`src/rtl/ro_puf_pkg.sv`:
```
// Shared types and helpers for the ring-oscillator PUF core: FSM states,
// ring seed pattern and counter width.
package ro_puf_pkg;

  typedef enum logic [2:0] {
    ST_IDLE,
    ST_ARM,
    ST_COUNT,
    ST_CMP,
    ST_DONE
  } ro_state_e;

  localparam int RO_MAX_STAGES = 64;

  // Alternating 1010...1 pattern starting with bit0=1; odd lengths end in 1.
  function automatic logic [RO_MAX_STAGES-1:0] ro_seed(input int stages);
    logic [RO_MAX_STAGES-1:0] s;
    s = '0;
    for (int i = 0; i < RO_MAX_STAGES; i++) begin
      if (i < stages) s[i] = ((i % 2) == 0);
    end
    return s;
  endfunction

  function automatic int cnt_w(input int window);
    return $clog2(window + 1);
  endfunction

endpackage

```
`src/rtl/ro_puf_core_if.sv`:
```
// Challenge/response bundle of the PUF core. Optional count outputs exist
// only when RO_PUF_COUNT_OUT_EN is defined.
interface ro_puf_core_if #(
  parameter int NUM_RO = 16,
  parameter int WINDOW = 4096
);
  import ro_puf_pkg::*;

  localparam int SEL_W = $clog2(NUM_RO);
  localparam int CNT_W = cnt_w(WINDOW);

  logic             start;
  logic [SEL_W-1:0] sel_a;
  logic [SEL_W-1:0] sel_b;
  logic             busy;
  logic             resp_valid;
  logic             resp;
  logic             tie;
`ifdef RO_PUF_COUNT_OUT_EN
  logic [CNT_W-1:0] count_a;
  logic [CNT_W-1:0] count_b;

  modport master (output start, sel_a, sel_b,
                  input  busy, resp_valid, resp, tie, count_a, count_b);
  modport slave  (input  start, sel_a, sel_b,
                  output busy, resp_valid, resp, tie, count_a, count_b);
`else
  modport master (output start, sel_a, sel_b,
                  input  busy, resp_valid, resp, tie);
  modport slave  (input  start, sel_a, sel_b,
                  output busy, resp_valid, resp, tie);
`endif

endinterface

```
`src/rtl/ro_emul.sv`:
```
// Emulated ring oscillator: STAGES-bit inverting ring advanced by a private
// divide-by-DIV tick; held at seed with the divider cleared while disabled.
module ro_emul
  import ro_puf_pkg::*;
#(
  parameter int STAGES = 13,
  parameter int DIV    = 10
) (
  input  logic clk,
  input  logic rst_n,
  input  logic en,
  output logic out
);

  localparam logic [STAGES-1:0] SEED = STAGES'(ro_seed(STAGES));
  localparam int DW = (DIV > 1) ? $clog2(DIV) : 1;

  logic [STAGES-1:0] s_q, s_d;
  logic [DW-1:0]     div_q, div_d;
  logic              tick;

  always_comb begin
    s_d   = s_q;
    div_d = div_q;
    tick  = (div_q == DW'(DIV - 1));
    if (!en) begin
      s_d   = SEED;
      div_d = '0;
    end else begin
      div_d = tick ? '0 : div_q + 1'b1;
      // One ring stage toggles per tick, so the output flips every STAGES ticks.
      if (tick) s_d = {~s_q[STAGES-2:0], ~(en & s_q[STAGES-1])};
    end
  end

  always_ff @(posedge clk) begin
    if (!rst_n) begin
      s_q   <= SEED;
      div_q <= '0;
    end else begin
      s_q   <= s_d;
      div_q <= div_d;
    end
  end

  assign out = s_q[STAGES-1];

endmodule

```
`src/rtl/ro_puf_core.sv`:
```
// Ring-oscillator PUF core: oscillator bank, challenge FSM, edge counters and
// compare. Define RO_PUF_COUNT_OUT_EN to expose the final counts.
module ro_puf_core
  import ro_puf_pkg::*;
#(
  parameter int NUM_RO   = 16,
  parameter int STAGES   = 13,
  parameter int DIV_BASE = 10,
  parameter int DIV_STEP = 1,
  parameter int WINDOW   = 4096
) (
  input  logic           clk,
  input  logic           rst_n,
  ro_puf_core_if.slave   bus
);

  localparam int SEL_W = $clog2(NUM_RO);
  localparam int CNT_W = cnt_w(WINDOW);

  ro_state_e        state_q, state_d;
  logic [SEL_W-1:0] sel_a_q, sel_a_d, sel_b_q, sel_b_d;
  logic [CNT_W-1:0] wcnt_q, wcnt_d;
  logic [CNT_W-1:0] cnt_a_q, cnt_a_d, cnt_b_q, cnt_b_d;
  logic             out_a_d_q, out_a_d_d, out_b_d_q, out_b_d_d;
  logic             resp_q, resp_d, tie_q, tie_d;
`ifdef RO_PUF_COUNT_OUT_EN
  logic [CNT_W-1:0] count_a_q, count_a_d, count_b_q, count_b_d;
`endif

  logic [NUM_RO-1:0] ro_en, ro_out;
  logic              out_a, out_b;

  function automatic logic [SEL_W-1:0] clamp_sel(input logic [SEL_W-1:0] s);
    if ({1'b0, s} >= (SEL_W+1)'(NUM_RO)) return SEL_W'(NUM_RO - 1);
    return s;
  endfunction

  function automatic logic [CNT_W-1:0] sat_inc(input logic [CNT_W-1:0] v);
    return (&v) ? v : v + 1'b1;
  endfunction

  for (genvar i = 0; i < NUM_RO; i++) begin : g_ro
    ro_emul #(
      .STAGES (STAGES),
      .DIV    (DIV_BASE + i * DIV_STEP)
    ) u_ro (
      .clk   (clk),
      .rst_n (rst_n),
      .en    (ro_en[i]),
      .out   (ro_out[i])
    );
  end

  // Only the challenged pair runs, and only during the count window.
  always_comb begin
    ro_en = '0;
    if (state_q == ST_COUNT) begin
      ro_en[sel_a_q] = 1'b1;
      ro_en[sel_b_q] = 1'b1;
    end
  end

  assign out_a = ro_out[sel_a_q];
  assign out_b = ro_out[sel_b_q];

  always_comb begin
    state_d   = state_q;
    sel_a_d   = sel_a_q;
    sel_b_d   = sel_b_q;
    wcnt_d    = wcnt_q;
    cnt_a_d   = cnt_a_q;
    cnt_b_d   = cnt_b_q;
    out_a_d_d = out_a_d_q;
    out_b_d_d = out_b_d_q;
    resp_d    = resp_q;
    tie_d     = tie_q;
`ifdef RO_PUF_COUNT_OUT_EN
    count_a_d = count_a_q;
    count_b_d = count_b_q;
`endif
    case (state_q)
      ST_IDLE: begin
        if (bus.start) begin
          sel_a_d = clamp_sel(bus.sel_a);
          sel_b_d = clamp_sel(bus.sel_b);
          resp_d  = 1'b0;
          tie_d   = 1'b0;
          state_d = ST_ARM;
        end
      end
      ST_ARM: begin
        wcnt_d    = '0;
        cnt_a_d   = '0;
        cnt_b_d   = '0;
        out_a_d_d = 1'b0;
        out_b_d_d = 1'b0;
`ifdef RO_PUF_COUNT_OUT_EN
        count_a_d = '0;
        count_b_d = '0;
`endif
        state_d   = ST_COUNT;
      end
      ST_COUNT: begin
        if (out_a && !out_a_d_q) cnt_a_d = sat_inc(cnt_a_q);
        if (out_b && !out_b_d_q) cnt_b_d = sat_inc(cnt_b_q);
        out_a_d_d = out_a;
        out_b_d_d = out_b;
        wcnt_d    = wcnt_q + 1'b1;
        if (wcnt_q == CNT_W'(WINDOW - 1)) state_d = ST_CMP;
      end
      ST_CMP: begin
        resp_d  = (cnt_a_q > cnt_b_q);
        tie_d   = (cnt_a_q == cnt_b_q);
`ifdef RO_PUF_COUNT_OUT_EN
        count_a_d = cnt_a_q;
        count_b_d = cnt_b_q;
`endif
        state_d = ST_DONE;
      end
      ST_DONE: state_d = ST_IDLE;
      default: state_d = ST_IDLE;
    endcase
  end

  always_ff @(posedge clk) begin
    if (!rst_n) begin
      state_q   <= ST_IDLE;
      sel_a_q   <= '0;
      sel_b_q   <= '0;
      wcnt_q    <= '0;
      cnt_a_q   <= '0;
      cnt_b_q   <= '0;
      out_a_d_q <= 1'b0;
      out_b_d_q <= 1'b0;
      resp_q    <= 1'b0;
      tie_q     <= 1'b0;
`ifdef RO_PUF_COUNT_OUT_EN
      count_a_q <= '0;
      count_b_q <= '0;
`endif
    end else begin
      state_q   <= state_d;
      sel_a_q   <= sel_a_d;
      sel_b_q   <= sel_b_d;
      wcnt_q    <= wcnt_d;
      cnt_a_q   <= cnt_a_d;
      cnt_b_q   <= cnt_b_d;
      out_a_d_q <= out_a_d_d;
      out_b_d_q <= out_b_d_d;
      resp_q    <= resp_d;
      tie_q     <= tie_d;
`ifdef RO_PUF_COUNT_OUT_EN
      count_a_q <= count_a_d;
      count_b_q <= count_b_d;
`endif
    end
  end

  assign bus.busy       = (state_q != ST_IDLE);
  assign bus.resp_valid = (state_q == ST_DONE);
  assign bus.resp       = resp_q;
  assign bus.tie        = tie_q;
`ifdef RO_PUF_COUNT_OUT_EN
  assign bus.count_a    = count_a_q;
  assign bus.count_b    = count_b_q;
`endif

endmodule

```
`src/flat_wrapper.sv`:
```
// flat-port wrapper written by rule: the top's interface ports become plain ports
module ro_puf_core_flat import ro_puf_pkg::*;
#(
  parameter int NUM_RO   = 16,
  parameter int STAGES   = 13,
  parameter int DIV_BASE = 10,
  parameter int DIV_STEP = 1,
  parameter int WINDOW   = 4096
)
  (clk, rst_n, bus_start, bus_sel_a, bus_sel_b, bus_busy, bus_resp_valid, bus_resp, bus_tie);
  ro_puf_core_if #(.NUM_RO(NUM_RO), .WINDOW(WINDOW)) bus_i ();
  input  logic clk;
  input  logic rst_n;
  input wire logic [$bits(bus_i.start)-1:0] bus_start;
  input wire logic [$bits(bus_i.sel_a)-1:0] bus_sel_a;
  input wire logic [$bits(bus_i.sel_b)-1:0] bus_sel_b;
  output wire logic [$bits(bus_i.busy)-1:0] bus_busy;
  output wire logic [$bits(bus_i.resp_valid)-1:0] bus_resp_valid;
  output wire logic [$bits(bus_i.resp)-1:0] bus_resp;
  output wire logic [$bits(bus_i.tie)-1:0] bus_tie;
  assign bus_i.start = bus_start;
  assign bus_i.sel_a = bus_sel_a;
  assign bus_i.sel_b = bus_sel_b;
  assign bus_busy = bus_i.busy;
  assign bus_resp_valid = bus_i.resp_valid;
  assign bus_resp = bus_i.resp;
  assign bus_tie = bus_i.tie;
  ro_puf_core #(.NUM_RO(NUM_RO), .STAGES(STAGES), .DIV_BASE(DIV_BASE), .DIV_STEP(DIV_STEP), .WINDOW(WINDOW)) u_core (.clk(clk), .rst_n(rst_n), .bus(bus_i));
endmodule
```
`config.mk`:
```
export PLATFORM = sky130hd
export DESIGN_NAME = ro_puf_core_flat
export DESIGN_NICKNAME = d
export VERILOG_FILES = /design/src/rtl/ro_puf_pkg.sv /design/src/rtl/ro_puf_core_if.sv /design/src/rtl/ro_emul.sv /design/src/rtl/ro_puf_core.sv /design/src/flat_wrapper.sv
export SDC_FILE = /design/constraint.sdc
export NUM_CORES = 1
export LEC_CHECK = 0
export CAP_MARGIN = 5
export CORE_MARGIN = 4
export CORE_UTILIZATION = 55
export CTS_CLUSTER_DIAMETER = 150
export DETAILED_ROUTE_END_ITERATION = 7
export GPL_ROUTABILITY_DRIVEN = 0
export PLACE_DENSITY = 0.71
export SLEW_MARGIN = 10
export SYNTH_ARGS = -nofsm -noshare
export SYNTH_HDL_FRONTEND = slang
export SYNTH_SLANG_ARGS = --single-unit
```
`constraint.sdc`:
```
create_clock -name clk -period 2.6 [get_ports clk]
set_clock_uncertainty 0.15 [all_clocks]
set_input_delay 0.26 -clock clk [delete_from_list [all_inputs] [get_ports clk]]
set_output_delay 0.26 -clock clk [all_outputs]
set_load 0.005 [all_outputs]
```
==> run_results.csv <==
group,metric,value,unit
outcome,status,"completed",
place,numPlacedInstances,1787,
finish,layout.nets,1560,
setup_path,cp_slowest_stage_delay,640,ps
logic_synthesis,synthFlopType,"dfxtp_1",
routing,viasPerCell,5.42,
logic_synthesis,yosysWarnings,0,
place,io_buffers,14,
clocking,cts_hold_buf,0,
die,row_count,56,
hold_path,hold_depth,3,
finish,area_delta_synth_final,12.1,%
global_routing,grt-ovfl-total,0,
global_routing,grt_pass1_wl,42.6,mm
place,dp_hpwl,15.8,mm
die,core-area,0.0236,mm2
hold_path,holdPathEnd,"u_core.sel_b_q[0]",
finish,layout_commonest_cell,"dfxtp_1",
finish,post_route_cells_drive_above_1_share,6.72,%
die,start_util,56.2,%
flow_run,maxCapViolCount,0,
timing,setup_tns,0,ps
setup_path,reg2reg_from,"u_core.sel_b_q[2]",
timing,hold_viol,0,
setup_path,crit_arrival,2650,ps
finish,layout.area.seq,0.00671,mm2
routing,wl_per_cell,13.1,um
global_routing,grtUsageTotal,18.5,%
global_routing,grt_pass1_vias,9351,
logic_synthesis,postSynth.asyncResetShare,0,%
setup_path,slowest_stage,"dfxtp_1",
logic_synthesis,synthesis.nets,1555,
logic_synthesis,yosysSeqAreaShare,50.5,%
clocking,cts_tree,"yes",
routing,drt_iter0_drc,662,
routing,antenna_left,0,
die,ios,15,
finish,nFillCells,1999,
setup_path,critical-path-top-delay-family,"multiplexers",
timing,period_share,93.2,%
setup_path,end_kind,"register",
clocking,clk_latency,510,ps
finish,final_cell_mix,"335 x dfxtp_1, 281 x nor2_1, 189 x nand2_1, 113 x a21oi_1, 113 x o211ai_1",
die,chipWidth,163,um
routing,first_pass_iters,7,
global_routing,antenna_found_initial,0,
finish,multi_input_area,0.00612,mm2
finish,final_cells,1851,
timing,max_freq,413,MHz
setup_path,critPathKind,"reg2reg",
finish,antenna_cells_inserted,0,
pwr,power,10500,uW
logic_synthesis,syn_area_per_cell,8.85,um2
timing,tightest_slew,911,ps
routing,drc_errors,0,
timing,slew_viol_final,0,
routing,wl,24.3,mm
routing,vias,10000,
setup_path,critPathMaxFanout,22,
setup_path,cp_cell_sequence,"mux4_1 > mux2i_1 > mux2_2 > or2_2 > o32ai_1",
hold_path,hp-class,"in2reg",
timing,hold_slack,167,ps
logic_synthesis,synthesis.area,0.0133,mm2
setup_path,crit_path_start_kind,"register",
setup_path,crit_buf_inv,0,
setup_path,r2r_slack,180,ps
logic_synthesis,yosysUniqueCellTypes,55,
clocking,htree_num_levels,2,
clocking,clock_sinks,335,
setup_path,r2r_end,"u_core.cnt_b_q[12]",
timing,relSlewSlack,38.9,%
clocking,clockBufferDepth,3,
clocking,cts_root_buf,"clkbuf_16",
global_routing,grt_max_degree,36,
timing,rsz0062_at_grt,"no",
die,die_h,163,um
timing,period_needed,2420,ps
logic_synthesis,synth-seq-cells,335,
setup_path,worst_r2r_path_depth,5,
pwr,peakVddDrop,492,uV
clocking,clkSlewWorstSetupHoldPaths,60,ps
hold_path,hold_start,"bus_sel_b[0]",
logic_synthesis,postSynthCellCount,1500,
pwr,cellPowerDensity,706,mW/mm2
setup_path,worstPathRequired,2830,ps
timing,setup_viol,0,
clocking,cts_buffers,35,
pwr,p_leak,0.00574,uW
logic_synthesis,synth_edf_count,0,
die,dieArea,0.0267,mm2
[flip-flops by register name, summed over array words and instances, names as in the netlist]
name                    flops
u_core.g_ro.u_ro.s_q      208
u_core.sel_b_q              4
u_core.wcnt_q              13
u_core.cnt_b_q             13
u_core.cnt_a_q             13
u_core.out_b_d_q            1
u_core.state_q              3
u_core.sel_a_q              4
u_core.bus.tie              1
u_core.out_a_d_q            1
u_core.bus.resp             1
u_core.g_ro.u_ro.div_q     73
[kinds of logic (layout without fill, tap and decap cells)]
logic type,Yosys count,after routing,share of synthesized area (%)
mux,20,20,2.48
buf+inv,103,135,3.42
compound gates,322,322,15.6
fa+ha+maj,44,44,4.15
simple gates,635,635,21.1
xor+xnor,41,41,2.71
flops,335,335,50.5
[worst reg2reg max path: stages, from the launching register on]
cell	delay, ps
dfxtp_1	640
mux4_1	620
mux2i_1	150
mux2_2	420
or2_2	230
o32ai_1	80
[report_power, final]
group,total [uW],switching [uW],internal (uW)
registers,5200,46.2,5150
logic,258,153,105
clock network,5040,2010,3030
total,10500,2210,8290
[repair_timing]
action                                  4_1_cts  5_1_grt
resized for setup                             0        1
buffers inserted                              0        0
endpoints found under the setup margin        0       11
[cell type report]
cell class / count / share of cell area [%]
Clock inverter: 19 / 1.32
Multi-Input combinational cell: 1062 / 41.2
Sequential cell: 335 / 45.1
Timing Repair Buffer: 38 / 2.24
Inverter: 33 / 0.833
Tap cell: 319 / 2.68
Clock buffer: 45 / 6.69
[worst max path at each step]
stage | slack (ps) | depth (start not counted) | from | to
finish | 180 | 5 | u_core.sel_b_q[2] | u_core.cnt_b_q[12]
global route | 50 | 5 | u_core.sel_b_q[2] | u_core.cnt_b_q[4]
CTS | 60 | 5 | u_core.sel_a_q[2] | u_core.cnt_a_q[0]
detailed placement | 80 | 5 | u_core.sel_a_q[2] | u_core.cnt_a_q[10]
global placement | 140 | 5 | u_core.sel_a_q[2] | u_core.cnt_a_q[0]
floorplan | 320 | 8 | u_core.sel_a_q[2] | u_core.cnt_a_q[0]
[metrics by stage]
stage               area [um2]  utilization, %  worst slack, ps
floorplan                13300               -              323
global placement         13700            57.9              145
detailed placement       13700            57.9             81.1
CTS                      14900            63.0             57.5
global route             14900            63.0             45.8
finish                   14900            63.0              176
[metal layers]
metal | vias to the layer above | global-route usage [%] | wire [um]
li1 | 5235 | - | -
met1 | 4606 | 25.2 | 11800
met2 | 150 | 30.9 | 11100
met3 | 36 | 3.15 | 1050
met4 | 0 | 4.80 | 396
met5 | - | 0 | 0
[cell usage after synthesis (all sizes together) (2+ instances only)]
cell,instances,area [um2]
nand4,14,87.6
buf,22,150
mux2i,10,100
nor4,5,31.3
o211ai,113,848
clkbuf,48,180
a21oi,118,609
or4,14,105
o22ai,5,31.3
and2,15,93.8
o21a,16,120
o2111ai,2,17.5
and4,3,26.3
a22oi,3,22.5
xor2,24,210
nand4b,6,52.6
nand3b,5,37.5
nand3,41,210
nand2,189,709
a21o,7,52.6
and3,16,100
mux4,9,218
o21ai,27,135
a21boi,12,90.1
nor2,282,1060
inv,33,124
nor2b,5,31.3
ha,44,551
nand2b,10,62.6
or3b,3,26.3
dfxtp,335,6710
o311ai,2,17.5
xnor2,17,149
nor3,15,75.1
o31ai,13,103
or3,8,50.1
(Power assumes the default switching activity.)
